File: src/rtl/game_seq_ctrl.sv
// SuperFrog game sequencer: IDLE/PLAY/DYING/RESPAWN/OVER flow with lives, score and level.
// Optional macro GAME_SEQ_BONUS_LIFE_EN grants an extra life on every 64-dodge boundary.
module game_seq_ctrl #(
    parameter int LIVES        = 3,
    parameter int DEATH_FRAMES = 120,
    parameter int SCORE_W      = 10,
    parameter int LEVEL_UP     = 16,
    parameter int MAX_LEVEL    = 7,
    parameter int LVL_W        = 3
) (
    input  logic               clk_pix,
    input  logic               rst_pix,
    input  logic               frame,
    input  logic               btn_start,
    input  logic               hit,
    input  logic               dodge,
    output logic [2:0]         state,
    output logic               play_en,
    output logic               spr_rst,
    output logic [2:0]         lives,
    output logic [SCORE_W-1:0] score,
    output logic [LVL_W-1:0]   level,
    output logic               game_over
);

    localparam int TMR_W = $clog2(DEATH_FRAMES + 1);
    localparam int CNT_W = $clog2(LEVEL_UP + 1);

    typedef enum logic [2:0] {
        S_IDLE    = 3'd0,
        S_PLAY    = 3'd1,
        S_DYING   = 3'd2,
        S_RESPAWN = 3'd3,
        S_OVER    = 3'd4
    } state_t;

    state_t             state_q;
    logic               play_en_q;
    logic               spr_rst_q;
    logic [2:0]         lives_q;
    logic [SCORE_W-1:0] score_q;
    logic [LVL_W-1:0]   level_q;
    logic               game_over_q;
    logic [TMR_W-1:0]   timer_q;
    logic [CNT_W-1:0]   cnt_q;
    logic               armed_q;

    logic               start_ev;
    logic               score_max;
    logic [SCORE_W-1:0] score_d;
    logic [LVL_W-1:0]   level_d;
    logic [CNT_W-1:0]   cnt_d;
    logic               cnt_wrap;
    logic [2:0]         lives_d;

    always_comb begin
        start_ev  = frame && btn_start && armed_q;
        score_max = &score_q;
        score_d   = score_max ? score_q : score_q + SCORE_W'(1);
        level_d   = (level_q >= LVL_W'(MAX_LEVEL)) ? level_q : level_q + LVL_W'(1);
        cnt_d     = cnt_q + CNT_W'(1);
        cnt_wrap  = (cnt_d == CNT_W'(LEVEL_UP));
`ifdef GAME_SEQ_BONUS_LIFE_EN
        // A real increment that wraps the low six score bits earns a life.
        if ((score_q[5:0] == 6'h3F) && !score_max && (lives_q != 3'd7))
            lives_d = lives_q + 3'd1;
        else
            lives_d = lives_q;
`else
        lives_d = lives_q;
`endif
    end

    always_ff @(posedge clk_pix or posedge rst_pix) begin
        if (rst_pix) begin
            state_q     <= S_IDLE;
            play_en_q   <= 1'b0;
            spr_rst_q   <= 1'b0;
            lives_q     <= 3'd0;
            score_q     <= '0;
            level_q     <= '0;
            game_over_q <= 1'b0;
            timer_q     <= '0;
            cnt_q       <= '0;
            armed_q     <= 1'b0;
        end else begin
            spr_rst_q <= 1'b0;
            if (frame && !btn_start)
                armed_q <= 1'b1;
            case (state_q)
                S_IDLE: begin
                    if (start_ev) begin
                        state_q   <= S_PLAY;
                        play_en_q <= 1'b1;
                        spr_rst_q <= 1'b1;
                        lives_q   <= 3'(LIVES);
                        score_q   <= '0;
                        level_q   <= '0;
                        cnt_q     <= '0;
                        armed_q   <= 1'b0;
                    end
                end
                S_PLAY: begin
                    // A collision outranks a dodge in the same cycle.
                    if (hit) begin
                        state_q   <= S_DYING;
                        play_en_q <= 1'b0;
                        timer_q   <= TMR_W'(DEATH_FRAMES - 1);
                    end else if (dodge) begin
                        score_q <= score_d;
                        lives_q <= lives_d;
                        if (cnt_wrap) begin
                            cnt_q   <= '0;
                            level_q <= level_d;
                        end else begin
                            cnt_q <= cnt_d;
                        end
                    end
                end
                S_DYING: begin
                    if (frame) begin
                        if (timer_q != '0) begin
                            timer_q <= timer_q - TMR_W'(1);
                        end else if (lives_q <= 3'd1) begin
                            state_q     <= S_OVER;
                            lives_q     <= 3'd0;
                            game_over_q <= 1'b1;
                        end else begin
                            state_q   <= S_RESPAWN;
                            lives_q   <= lives_q - 3'd1;
                            spr_rst_q <= 1'b1;
                        end
                    end
                end
                S_RESPAWN: begin
                    if (frame) begin
                        state_q   <= S_PLAY;
                        play_en_q <= 1'b1;
                    end
                end
                S_OVER: begin
                    if (start_ev) begin
                        state_q     <= S_IDLE;
                        game_over_q <= 1'b0;
                        armed_q     <= 1'b0;
                    end
                end
                default: begin
                    state_q     <= S_IDLE;
                    play_en_q   <= 1'b0;
                    game_over_q <= 1'b0;
                end
            endcase
        end
    end

    assign state     = state_q;
    assign play_en   = play_en_q;
    assign spr_rst   = spr_rst_q;
    assign lives     = lives_q;
    assign score     = score_q;
    assign level     = level_q;
    assign game_over = game_over_q;

endmodule

File: config.mk
export PLATFORM = sky130hd
export DESIGN_NAME = game_seq_ctrl
export DESIGN_NICKNAME = d
export VERILOG_FILES = /design/src/rtl/game_seq_ctrl.sv
export SDC_FILE = /design/constraint.sdc
export NUM_CORES = 1
export LEC_CHECK = 0
export ABC_AREA = 1
export BUFFER_PORTS_ARGS = -buffer_cell sky130_fd_sc_hd__buf_2
export CORE_ASPECT_RATIO = 1.2
export CORE_UTILIZATION = 44
export CTS_BUF_LIST = sky130_fd_sc_hd__clkbuf_4
export DETAILED_ROUTE_END_ITERATION = 6
export PLACE_DENSITY = 0.64
export SYNTH_ARGS = -nofsm -noshare
export SYNTH_HDL_FRONTEND = slang
export SYNTH_SLANG_ARGS = --single-unit
File: constraint.sdc
create_clock -name clk_pix -period 1.8 [get_ports clk_pix]
set_input_delay 0.54 -clock clk_pix [delete_from_list [all_inputs] [get_ports clk_pix]]
set_output_delay 0.54 -clock clk_pix [all_outputs]
set_load 0.1 [all_outputs]
==> impl_metrics.json <==
{
  "clockPowerShare_pct": 15.7,
  "hp-class": "input port to asynchronous set/reset pin",
  "crit_path_max_fanout": 6,
  "cts.path.max_buffers": 2,
  "yosysSeqAreaShare_pct": 41.2,
  "cts-buffers-inserted": 5,
  "cts.clk_slew.worst_paths_ps": 120,
  "path_cells": "buf_2",
  "fin_crit_ps": 1750,
  "synth_nets": 299,
  "first_iter_violations": 73,
  "wl_per_cell_um": 11.9,
  "drt-pass1-iter-count": 4,
  "start_util_pct": 46.0,
  "gp_congestion": 0.832,
  "slew_headroom_pct": 67.7,
  "drive_above_1_share_pct": 26.5,
  "synth.avg_cell_area_um2": 7.44,
  "busiest_layer": "met2",
  "use_met3_pct": 3.49,
  "nets": 344,
  "worst_slack_ps": 50.9,
  "clk_latency_ps": 350,
  "clockRootBuffer": "clkbuf_4",
  "insertedDiodeCount": 0,
  "die-area_um2": 5120,
  "power_density_nw_per_um2": 1790,
  "syn-cell-area_um2": 2130,
  "cp.arrival_ps": 1210,
  "drc": 0,
  "grt_use_total_pct": 19.9,
  "cpMaxStageDelayCell": "buf_2",
  "via_count": 1950,
  "instances_no_fill": 390,
  "cp_num_buf_inv": 1,
  "grt_pass1_vias": 1811,
  "ys_warn_count": 0,
  "max_freq_ghz": 0.572,
  "fin_tns_setup_ps": 0,
  "drv_slew": 0,
  "tightest_slew_ps": 487,
  "combPwrFrac_pct": 55.8,
  "cts_tree": "built",
  "cp-end-kind": "output port",
  "htreeDepth": 2,
  "intPower_w": 0.00220,
  "finalSetupViolations": 0,
  "netSwitchingFraction_pct": 52.5,
  "grt_max_degree": 36,
  "met1_usage_pct": 25.4,
  "core_um2": 4630,
  "r2r_setup_slack_ps": 100,
  "wirelength_mm": 4.63,
  "finalClockSkew_ps": 9.29,
  "placed_area_um2": 2380,
  "ys_types": 31,
  "hpwl_mm": 3.21,
  "vdd_drop_max_v": 0.00154,
  "fin_area_um2": 2580,
  "dpl.cell_count": 375,
  "power_w": 0.00463,
  "p_leak_nw": 1.30,
  "portBuffers": 27,
  "rows": 27,
  "grt_pass1_wl_mm": 7.91,
  "ys_ff_latch": 35,
  "start_kind": "flip-flop",
  "p_sw_w": 0.00243,
  "vias_per_cell": 5.00,
  "overflow": 0,
  "ios": 28,
  "finalCritPeriodShare_pct": 97.2,
  "cpPeakStageDelay_ps": 440,
  "status": "completed",
  "drv_cap": 0,
  "antenna_found_initial": 0,
  "die_h_um": 78.2,
  "hold_viol": 0,
  "cp.required_ps": 1260,
  "worst-setup-path-type": "flip-flop to output port",
  "p_seq_share_pct": 28.4,
  "clock-sinks": 35,
  "die_w_um": 65.5,
  "dp_slack_ps": 85.9,
  "drtAntennaViolNets": 0,
  "ctsHoldBuffers": 0,
  "crit_family": "buffers and inverters",
  "syn_to_final_growth_pct": 21.3,
  "synthCells": 286,
  "met2_usage_pct": 33.0
}
==> worst paths after layout <==
kind                            from       end  cells after the start
setup / recovery            score[7]  score[7]                      1
hold / removal               rst_pix  score[9]                      3
setup reg to reg            score[0]  score[9]                     10
hold reg to reg              play_en   play_en                      2
max in group asynchronous    rst_pix  score[0]                      3
min in group clk_pix       btn_start   armed_q                      4
==> power groups by stage <==
| stage | Clock (W) | Sequential, W | Combinational, W |
|---|---|---|---|
| 2_1_floorplan | 0 | 0.00210 | 0.00120 |
| 3_3_place_gp | 0 | 0.00133 | 0.00244 |
| 3_5_place_dp | 0 | 0.00133 | 0.00246 |
| 4_1_cts | 0.000750 | 0.00132 | 0.00248 |
| 5_1_grt | 0.000777 | 0.00135 | 0.00284 |
| 6_report | 0.000728 | 0.00132 | 0.00258 |
==> synth_stat cells <==
cell,number,share of area (%)
nor3_1,3,0.71
buf_6,2,1.1
buf_2,1,0.23
or2_2,2,0.59
nand3_1,25,5.9
nand3_2,1,0.47
a22oi_1,1,0.35
nand4_1,7,2.1
nor2_2,3,0.88
o21ai_1,2,0.47
o21bai_1,1,0.35
nor3b_1,1,0.35
nand3b_1,1,0.35
nor2_1,34,6.0
inv_1,29,5.1
o21ai_0,20,4.7
ha_1,7,4.1
nor2_4,2,1.1
xnor2_1,3,1.2
nand2_2,2,0.59
a21oi_1,4,0.94
xor2_1,4,1.6
dfrtp_1,35,41
o21ai_2,3,1.2
a31oi_1,1,0.29
inv_2,5,0.88
o31ai_1,1,0.35
o22ai_1,1,0.29
a31o_2,1,0.41
nand2_4,4,2.1
nand2_1,80,14
==> sequential cells by signal, summed over array words and instances, names as in the netlist <==
register / count
score: 10
timer_q: 7
cnt_q: 5
level: 3
lives: 3
state: 3
armed_q: 1
game_over: 1
play_en: 1
spr_rst: 1
==> stage by stage <==
stage / util, % / hold slack [ps]
CTS: 54.0 / 273
detailed placement: 51.5 / 478
global placement: 51.5 / 473
finish: 55.8 / 276
global route: 55.8 / 319
floorplan: - / 459
==> cell type report <==
class	instances	area, um2
flip-flops and latches	35	900
clock buffers	5	37.5
fillers	453	2050
inverters	34	128
repair buffers	40	260
clock inverters	3	67.6
well taps	58	72.6
multi-input cells	215	1120
==> per-layer routing <==
layer	part of all wire [%]	wire length (um)
met4	1.8	85
met5	0	0
met1	45	2070
met3	3.8	174
met2	50	2290
==> layout by cell type, fill, tap and decap left out, types with 4 or more instances in the layout <==
cell type and count:
nand2_1 79, nor2_1 34, inv_1 29, nand3_1 25
o21ai_0 20, dfrtp_1 20, buf_4 17, buf_2 16
dfrtp_2 13, clkbuf_4 12, nand4_1 7, ha_1 7
nand2_4 5, inv_2 5, a21oi_1 4, xor2_1 4
==> repair_timing <==
action,CTS,global route
gates resized for setup,4,10
setup endpoints to repair,4,15
buffers inserted,0,6
pin swaps,0,1
cloned,0,1
==> kinds of logic (layout without fill, tap and decap cells) <==
logic type	after synthesis	after routing	share of synthesized area (%)
DFF	35	35	41.2
adders and majority gates	7	7	4.12
buffers and inverters	37	82	7.29
and+or+nand+nor	165	166	35.2
xor gates and xnor gates	7	7	2.88
AOI/OAI and AO/OA	35	35	9.41
No activity file was read; power rests on OpenSTA's default activity.
